[src/rtl/gb_frame_ctrl.sv]
// Frame controller: starts the accelerator over AXI-lite, then meters one frame of pixels in and out.
// Optional stall watchdog enabled by defining GB_FRAME_CTRL_TIMEOUT_EN.
module gb_frame_ctrl #(
  parameter int unsigned IN_PIX  = 316224,
  parameter int unsigned OUT_PIX = 307200,
  parameter int unsigned TIMEOUT = 4096
) (
  input  logic        ap_clk,
  input  logic        ap_rst_n,
  input  logic        start,
  output logic        busy,
  output logic        done,
  output logic        err,
  output logic        m_awvalid,
  input  logic        m_awready,
  output logic [4:0]  m_awaddr,
  output logic        m_wvalid,
  input  logic        m_wready,
  output logic [31:0] m_wdata,
  output logic [3:0]  m_wstrb,
  input  logic        m_bvalid,
  output logic        m_bready,
  input  logic [1:0]  m_bresp,
  input  logic [7:0]  src_tdata,
  input  logic        src_tvalid,
  output logic        src_tready,
  output logic [7:0]  acc_in_tdata,
  output logic        acc_in_tvalid,
  input  logic        acc_in_tready,
  output logic        acc_in_tlast,
  input  logic [7:0]  acc_out_tdata,
  input  logic        acc_out_tvalid,
  output logic        acc_out_tready,
  output logic [7:0]  dst_tdata,
  output logic        dst_tvalid,
  input  logic        dst_tready
);

  localparam int unsigned CNT_W = 19;

  typedef enum logic [2:0] {
    S_IDLE,
    S_CFG,
    S_RESP,
    S_RUN,
    S_DRAIN,
    S_FIN,
    S_ERR
  } state_t;

  state_t             r_state;
  state_t             w_state_nxt;
  logic [CNT_W-1:0]   r_in_cnt;
  logic [CNT_W-1:0]   r_out_cnt;
  logic [CNT_W-1:0]   w_in_cnt_nxt;
  logic [CNT_W-1:0]   w_out_cnt_nxt;
  logic               r_awvalid;
  logic               r_wvalid;
  logic               r_bready;
  logic               r_aw_done;
  logic               r_w_done;
  logic               r_busy;
  logic               r_done;
  logic               r_err;
  logic               w_awvalid_nxt;
  logic               w_wvalid_nxt;
  logic               w_bready_nxt;
  logic               w_aw_done_nxt;
  logic               w_w_done_nxt;
  logic               w_busy_nxt;
  logic               w_done_nxt;
  logic               w_err_nxt;

  logic               w_stream;
  logic               w_gate_in;
  logic               w_gate_out;
  logic               w_in_hs;
  logic               w_out_hs;
  logic               w_in_last;
  logic               w_out_full;
  logic               w_aw_hs;
  logic               w_w_hs;
  logic               w_timeout;

  // Stream gating: pixels pass only while the frame is running and its count is not yet met
  assign w_stream   = (r_state == S_RUN) || (r_state == S_DRAIN);
  assign w_gate_in  = w_stream && (r_in_cnt < CNT_W'(IN_PIX));
  assign w_gate_out = w_stream && (r_out_cnt < CNT_W'(OUT_PIX));
  assign w_in_hs    = src_tvalid & acc_in_tready & w_gate_in;
  assign w_out_hs   = acc_out_tvalid & dst_tready & w_gate_out;
  assign w_in_last  = w_in_hs && (r_in_cnt == CNT_W'(IN_PIX - 1));
  assign w_out_full = (r_out_cnt == CNT_W'(OUT_PIX)) ||
                      (w_out_hs && (r_out_cnt == CNT_W'(OUT_PIX - 1)));
  assign w_aw_hs    = r_awvalid & m_awready;
  assign w_w_hs     = r_wvalid & m_wready;

  assign acc_in_tdata   = src_tdata;
  assign acc_in_tvalid  = src_tvalid & w_gate_in;
  assign src_tready     = acc_in_tready & w_gate_in;
  assign acc_in_tlast   = w_stream && (r_in_cnt == CNT_W'(IN_PIX - 1));
  assign dst_tdata      = acc_out_tdata;
  assign dst_tvalid     = acc_out_tvalid & w_gate_out;
  assign acc_out_tready = dst_tready & w_gate_out;

  assign m_awvalid = r_awvalid;
  assign m_awaddr  = 5'h00;
  assign m_wvalid  = r_wvalid;
  assign m_wdata   = 32'h0000_0001;
  assign m_wstrb   = 4'hF;
  assign m_bready  = r_bready;
  assign busy      = r_busy;
  assign done      = r_done;
  assign err       = r_err;

`ifdef GB_FRAME_CTRL_TIMEOUT_EN
  localparam int unsigned STALL_W = 13;

  logic [STALL_W-1:0] r_stall;
  logic               w_stall_inc;

  assign w_stall_inc = w_stream & ~w_in_hs & ~w_out_hs;
  assign w_timeout   = w_stall_inc && (r_stall == STALL_W'(TIMEOUT - 1));

  // Stall counter: any pixel movement restarts the count
  always_ff @(posedge ap_clk or negedge ap_rst_n) begin
    if (!ap_rst_n) begin
      r_stall <= '0;
    end else if (w_stall_inc) begin
      r_stall <= r_stall + STALL_W'(1);
    end else begin
      r_stall <= '0;
    end
  end
`else
  assign w_timeout = 1'b0 & (TIMEOUT == 0);
`endif

  always_ff @(posedge ap_clk or negedge ap_rst_n) begin
    if (!ap_rst_n) begin
      r_state   <= S_IDLE;
      r_in_cnt  <= '0;
      r_out_cnt <= '0;
      r_awvalid <= 1'b0;
      r_wvalid  <= 1'b0;
      r_bready  <= 1'b0;
      r_aw_done <= 1'b0;
      r_w_done  <= 1'b0;
      r_busy    <= 1'b0;
      r_done    <= 1'b0;
      r_err     <= 1'b0;
    end else begin
      r_state   <= w_state_nxt;
      r_in_cnt  <= w_in_cnt_nxt;
      r_out_cnt <= w_out_cnt_nxt;
      r_awvalid <= w_awvalid_nxt;
      r_wvalid  <= w_wvalid_nxt;
      r_bready  <= w_bready_nxt;
      r_aw_done <= w_aw_done_nxt;
      r_w_done  <= w_w_done_nxt;
      r_busy    <= w_busy_nxt;
      r_done    <= w_done_nxt;
      r_err     <= w_err_nxt;
    end
  end

  // Next state; status flags are registered from the next state so they align with it
  always_comb begin
    w_state_nxt   = r_state;
    w_awvalid_nxt = r_awvalid;
    w_wvalid_nxt  = r_wvalid;
    w_aw_done_nxt = r_aw_done;
    w_w_done_nxt  = r_w_done;
    w_bready_nxt  = 1'b0;
    w_in_cnt_nxt  = r_in_cnt + CNT_W'(w_in_hs);
    w_out_cnt_nxt = r_out_cnt + CNT_W'(w_out_hs);

    unique case (r_state)
      S_IDLE, S_ERR: begin
        if (start) begin
          w_state_nxt   = S_CFG;
          w_awvalid_nxt = 1'b1;
          w_wvalid_nxt  = 1'b1;
          w_aw_done_nxt = 1'b0;
          w_w_done_nxt  = 1'b0;
          w_in_cnt_nxt  = '0;
          w_out_cnt_nxt = '0;
        end
      end
      S_CFG: begin
        if (w_aw_hs) begin
          w_awvalid_nxt = 1'b0;
          w_aw_done_nxt = 1'b1;
        end
        if (w_w_hs) begin
          w_wvalid_nxt = 1'b0;
          w_w_done_nxt = 1'b1;
        end
        if ((r_aw_done || w_aw_hs) && (r_w_done || w_w_hs)) begin
          w_state_nxt  = S_RESP;
          w_bready_nxt = 1'b1;
        end
      end
      S_RESP: begin
        w_bready_nxt = 1'b1;
        if (m_bvalid) begin
          w_bready_nxt = 1'b0;
          w_state_nxt  = (m_bresp == 2'b00) ? S_RUN : S_ERR;
        end
      end
      S_RUN: begin
        if (w_timeout) begin
          w_state_nxt = S_ERR;
        end else if (w_in_last) begin
          w_state_nxt = w_out_full ? S_FIN : S_DRAIN;
        end
      end
      S_DRAIN: begin
        if (w_timeout) begin
          w_state_nxt = S_ERR;
        end else if (w_out_full) begin
          w_state_nxt = S_FIN;
        end
      end
      S_FIN: begin
        w_state_nxt   = S_IDLE;
        w_in_cnt_nxt  = '0;
        w_out_cnt_nxt = '0;
      end
      default: begin
        w_state_nxt = S_IDLE;
      end
    endcase

    w_busy_nxt = (w_state_nxt != S_IDLE) && (w_state_nxt != S_ERR);
    w_done_nxt = (w_state_nxt == S_FIN);
    w_err_nxt  = (w_state_nxt == S_ERR);
  end

endmodule

[config.mk]
export PLATFORM = sky130hd
export DESIGN_NAME = gb_frame_ctrl
export DESIGN_NICKNAME = d
export VERILOG_FILES = /design/src/rtl/gb_frame_ctrl.sv
export SDC_FILE = /design/constraint.sdc
export NUM_CORES = 1
export LEC_CHECK = 0
export CAP_MARGIN = 0
export CORE_UTILIZATION = 40
export DETAILED_ROUTE_END_ITERATION = 12
export HOLD_SLACK_MARGIN = 0.15
export PLACE_DENSITY_LB_ADDON = 0.25
export SYNTH_ARGS = -nofsm -noshare
export SYNTH_HDL_FRONTEND = slang
export SYNTH_SLANG_ARGS = --single-unit
[constraint.sdc]
create_clock -name ap_clk -period 2.39 [get_ports ap_clk]
set_input_delay 0.5975 -clock ap_clk [delete_from_list [all_inputs] [get_ports ap_clk]]
set_output_delay 0.5975 -clock ap_clk [all_outputs]
set_load 0.02 [all_outputs]
==> flow_summary.html <==
<table>
<tr><th>Metric</th><th>Value</th></tr>
<tr><th colspan="2">Synth</th></tr>
<tr><td>Yosys synthesis warning count</td><td>0</td></tr>
<tr><td>Yosys top cell by area</td><td>dfrtp_1</td></tr>
<tr><td>Mux cell area share after synthesis</td><td>0%</td></tr>
<tr><td>Post-synthesis register bit count</td><td>between 40 and 50</td></tr>
<tr><td>Cell variety after synth</td><td>54</td></tr>
<tr><td>Post-Syn Instances</td><td>~380</td></tr>
<tr><td>Post-synthesis share of cell area spent on and, or, nand and nor gates</td><td>a little over a quarter</td></tr>
<tr><td>Most used DFF post-synth</td><td>dfrtp_1</td></tr>
<tr><td>Complex-gate fraction of the synthesized area</td><td>~9.9%</td></tr>
<tr><td>Synth Cell Area</td><td>around 0.0033 sq mm</td></tr>
<tr><td>Synth top area cells</td><td>dfrtp_1, buf_4, nor2_1</td></tr>
<tr><td>Share of the yosys chip area belonging to registers</td><td>about 37%</td></tr>
<tr><td>Count of flip-flops with a built-in enable after synthesis</td><td>0</td></tr>
<tr><td>Synthesized area per cell</td><td>8.91 sq um</td></tr>
<tr><td>Xor and xnor area share after synthesis</td><td>7.86%</td></tr>
<tr><td>Adder-cell area share of the yosys netlist</td><td>between 1 and 1.5%</td></tr>
<tr><td>Fraction of synthesis flops using an asynchronous set or reset pin</td><td>between 90% and 100%</td></tr>
<tr><td>Area share of the largest cell type after synthesis</td><td>approximately 37%</td></tr>
<tr><td>Combinational family with the most area after synthesis</td><td>simple AND/OR/NAND/NOR gates</td></tr>
<tr><th colspan="2">Clock tree</th></tr>
<tr><td>Number of clock buffers inserted by TritonCTS</td><td>5</td></tr>
<tr><td>Clock Sinks</td><td>49</td></tr>
<tr><td>H-tree levels</td><td>2</td></tr>
<tr><td>Clock slew at the register clock pins of the worst setup and hold paths</td><td>about 0.09 ns</td></tr>
<tr><td>CTS tree</td><td>done</td></tr>
<tr><td>Number of buffers inserted for hold repair after clock tree synthesis</td><td>0</td></tr>
<tr><td>Buffer depth of the longest clock path</td><td>2</td></tr>
<tr><td>Library cell used as clock root buffer</td><td>clkbuf_8</td></tr>
<tr><td>Source-to-sink clock delay at the later pin of the worst-skew pair</td><td>0.30 ns</td></tr>
<tr><th colspan="2">Floorplanning</th></tr>
<tr><td>IO Count</td><td>96</td></tr>
<tr><td>Starting density of the core</td><td>between 40% and 50%</td></tr>
<tr><td>Core footprint</td><td>0.00789 sq mm</td></tr>
<tr><td>Height of the chip</td><td>approximately 93 um</td></tr>
<tr><td>Placement Rows</td><td>32</td></tr>
<tr><td>Total die area</td><td>0.00872 sq mm</td></tr>
<tr><td>Die width</td><td>a little over 90 um</td></tr>
<tr><th colspan="2">Detailed routing</th></tr>
<tr><td>Aggregate routed wire length</td><td>7.15 mm</td></tr>
<tr><td>Via count</td><td>2694</td></tr>
<tr><td>First-pass iteration count of the detailed router</td><td>4</td></tr>
<tr><td>Number of nets still failing antenna checks after routing</td><td>0</td></tr>
<tr><td>Vias per inst</td><td>5.00</td></tr>
<tr><td>Starting DRC count in detailed routing</td><td>79</td></tr>
<tr><td>DR DRC count</td><td>0</td></tr>
<tr><td>Per-cell routed wire length</td><td>about 13 um</td></tr>
<tr><th colspan="2">STA</th></tr>
<tr><td>Post-layout minimum cycle time</td><td>between 2 and 2.5 ns</td></tr>
<tr><td>Max Freq</td><td>419 MHz</td></tr>
<tr><td>Transition time at the pin with the least slew margin</td><td>0.819 ns</td></tr>
<tr><td>Unrepaired setup endpoints after global routing</td><td>yes</td></tr>
<tr><td>Worst slew margin relative to its limit</td><td>44.9%</td></tr>
<tr><td>Setup skew after layout</td><td>about 0.013 ns</td></tr>
<tr><td>Final hold violation count</td><td>0</td></tr>
<tr><td>Slew Viols, Final</td><td>0</td></tr>
<tr><td>Final setup viols</td><td>0</td></tr>
<tr><td>Final worst-path cycle share</td><td>around 100%</td></tr>
<tr><th colspan="2">Min path</th></tr>
<tr><td>Worst min-delay path class</td><td>input pin to async pin</td></tr>
<tr><th colspan="2">Status</th></tr>
<tr><td>Outcome</td><td>finished clean</td></tr>
<tr><th colspan="2">Finish</th></tr>
<tr><td>Synthesis-to-finish area growth</td><td>20.7%</td></tr>
<tr><td>Leading cell types in the layout, fill and taps excluded</td><td>buf_4, dfrtp_1, nor2_1</td></tr>
<tr><td>Total of fill cells in the finished design</td><td>between 700 and 800</td></tr>
<tr><td>Post-route cell area</td><td>around 0.0040 sq mm</td></tr>
<tr><td>Proportion of layout cells with a drive suffix above 1</td><td>a little over a quarter</td></tr>
<tr><td>Nets</td><td>around 470</td></tr>
<tr><td>Number of diodes added for antenna fixing</td><td>0</td></tr>
<tr><td>Most frequent standard cell in the layout excluding fill and tap cells</td><td>buf_4</td></tr>
<tr><th colspan="2">Critical path</th></tr>
<tr><td>Arrival time of data at the critical path endpoint</td><td>2.61 ns</td></tr>
<tr><td>Max stage delay on crit path</td><td>approximately 0.41 ns</td></tr>
<tr><td>Buffering stage count on the worst path with inverters included</td><td>2</td></tr>
<tr><td>Dominant delay contributor by cell family on the critical path</td><td>simple AND/OR/NAND/NOR gates</td></tr>
<tr><td>Worst setup EP type</td><td>flip-flop</td></tr>
<tr><td>Slowest stage cell, crit path</td><td>dfrtp_1</td></tr>
<tr><td>Sort of element at the start of the critical path</td><td>flip-flop</td></tr>
<tr><td>Cell-by-cell trace of the critical path</td><td>buf_6, nor3b_4, o211a_4, and3_4, and2_4, ha_4, inv_2, or3_4, or3_4, a21oi_2</td></tr>
<tr><td>Kind of critical path</td><td>flip-flop to flip-flop</td></tr>
<tr><td>Data required time at the worst endpoint</td><td>~2.6 ns</td></tr>
<tr><td>Worst path depth</td><td>10</td></tr>
<tr><td>Worst R2R Path Depth</td><td>10</td></tr>
<tr><td>Max Fanout on Critical Path</td><td>3</td></tr>
<tr><td>CP most frequent cell</td><td>or3_4</td></tr>
<tr><th colspan="2">GRT</th></tr>
<tr><td>First-pass GRT wire length</td><td>between 10 and 15 mm</td></tr>
<tr><td>Via count of the first global-routing pass</td><td>2616</td></tr>
<tr><td>Global-route total usage across every layer</td><td>around 17%</td></tr>
<tr><td>Global route total overflow</td><td>0</td></tr>
<tr><td>Number of antenna violations at the first check in global routing</td><td>0</td></tr>
<tr><td>Pin count of the biggest net entering global routing</td><td>30</td></tr>
<tr><th colspan="2">Power</th></tr>
<tr><td>Ratio of total power to cell area</td><td>691 mW/mm^2</td></tr>
<tr><td>P_leak</td><td>1.83 nW</td></tr>
<tr><td>Final total power</td><td>about 2.8 mW</td></tr>
<tr><td>Largest voltage drop on the vdd net</td><td>about 0.00027 V</td></tr>
<tr><th colspan="2">Placed design</th></tr>
<tr><td>Dpl cell area</td><td>0.00376 sq mm</td></tr>
<tr><td>Port Buffer Count</td><td>22</td></tr>
<tr><td>Final estimated routing congestion in global placement</td><td>0.783</td></tr>
<tr><td>Dpl hpwl</td><td>roughly 5.3 mm</td></tr>
<tr><th colspan="2">Run</th></tr>
<tr><td>Max-cap check violation count</td><td>0</td></tr>
</table>
cell families after synthesis:
family	Yosys count
XOR/XNOR	30
AO/OA/AOI/OAI	44
flip-flops	49
AND/OR/NAND/NOR	165
other	2
buffers and inverters	81
adder cells (fa/ha/maj)	4
stage by stage:
stage | util (%) | setup WS, ns | setup TNS, ns | hold slack (ns) | cells
2_1_floorplan | - | -0.00991 | -0.00991 | 0.302 | 414
3_3_place_gp | 47.7 | -0.316 | -2.76 | 0.492 | 521
3_5_place_dp | 47.7 | -0.377 | -2.94 | 0.499 | 521
4_1_cts | 49.3 | -0.0246 | -0.0246 | 0.196 | 531
5_1_grt | 51.1 | -0.0975 | -0.356 | 0.215 | 539
6_report | 51.1 | 0.00514 | 0 | 0.200 | 539
worst paths after layout:
path                           endpoint  startpoint  slack [ns]
min reg2reg                    r_w_done    r_w_done        0.52
max                        r_in_cnt[12]  r_state[0]       0.005
max reg2reg                r_in_cnt[12]  r_state[0]       0.005
max in group asynchronous  r_in_cnt[12]    ap_rst_n        1.60
min                         r_in_cnt[5]    ap_rst_n        0.20
min in group ap_clk            r_w_done    r_w_done        0.52
synthesized netlist by cell type (10+ instances only):
cell     number
buf_4        62
dfrtp_1      49
nor2_1       47
nand2_1      24
nand3_1      17
xor2_1       16
a21oi_1      14
xnor2_1      14
inv_1        13
and2_1       10
nand4_1      10
worst register-to-register path: stages, from the launching register on:
cell     delay [ns]
dfrtp_1        0.41
buf_6          0.13
nor3b_4        0.21
o211a_4        0.19
and3_4         0.18
and2_4         0.15
ha_4           0.13
inv_2          0.03
or3_4          0.36
or3_4          0.37
a21oi_2        0.14
layout make-up:
type	count	area [sq um]	area share, %
Tap cell	102	128	3.16
Inverter	13	48.8	1.21
Timing Repair Buffer	83	681	16.9
Clock buffer	7	76.3	1.89
Sequential cell	49	1230	30.5
Multi-Input combinational cell	284	1860	46.2
Clock inverter	1	7.51	0.186
metal layers:
layer / up-vias / wire length (um) / part of all wire [%] / global-route usage (%)
met1: 1310 / 3390 / 47 / 21.3
li1: 1316 / - / - / -
met3: 13 / 217 / 3.0 / 3.41
met5: - / 0 / 0 / 0
met4: 0 / 95 / 1.3 / 4.49
met2: 55 / 3450 / 48 / 28.7
registers in the layout, indices dropped and copies added (netlist names):
name and count:
done 1, r_aw_done 1, m_wvalid 1, err 1
r_w_done 1, r_in_cnt 19, r_state 3, m_awvalid 1
r_out_cnt 19, m_bready 1, busy 1
report_power, final:
group | total [mW] | internal [mW] | switching (mW) | leakage (nW)
Sequential | 1.05 | 0.939 | 0.112 | 0.663
Combinational | 1.26 | 0.566 | 0.693 | 1.12
Clock | 0.475 | 0.208 | 0.268 | 0.0385
Total | 2.79 | 1.71 | 1.07 | 1.83
what timing repair did:
item / 4_1_cts / 5_1_grt
pin swaps: 3 / 27
resized for setup: 26 / 28
buffers inserted: 2 / 8
endpoints found under the setup margin: 6 / 20
No activity file was read; power rests on OpenSTA's default activity.
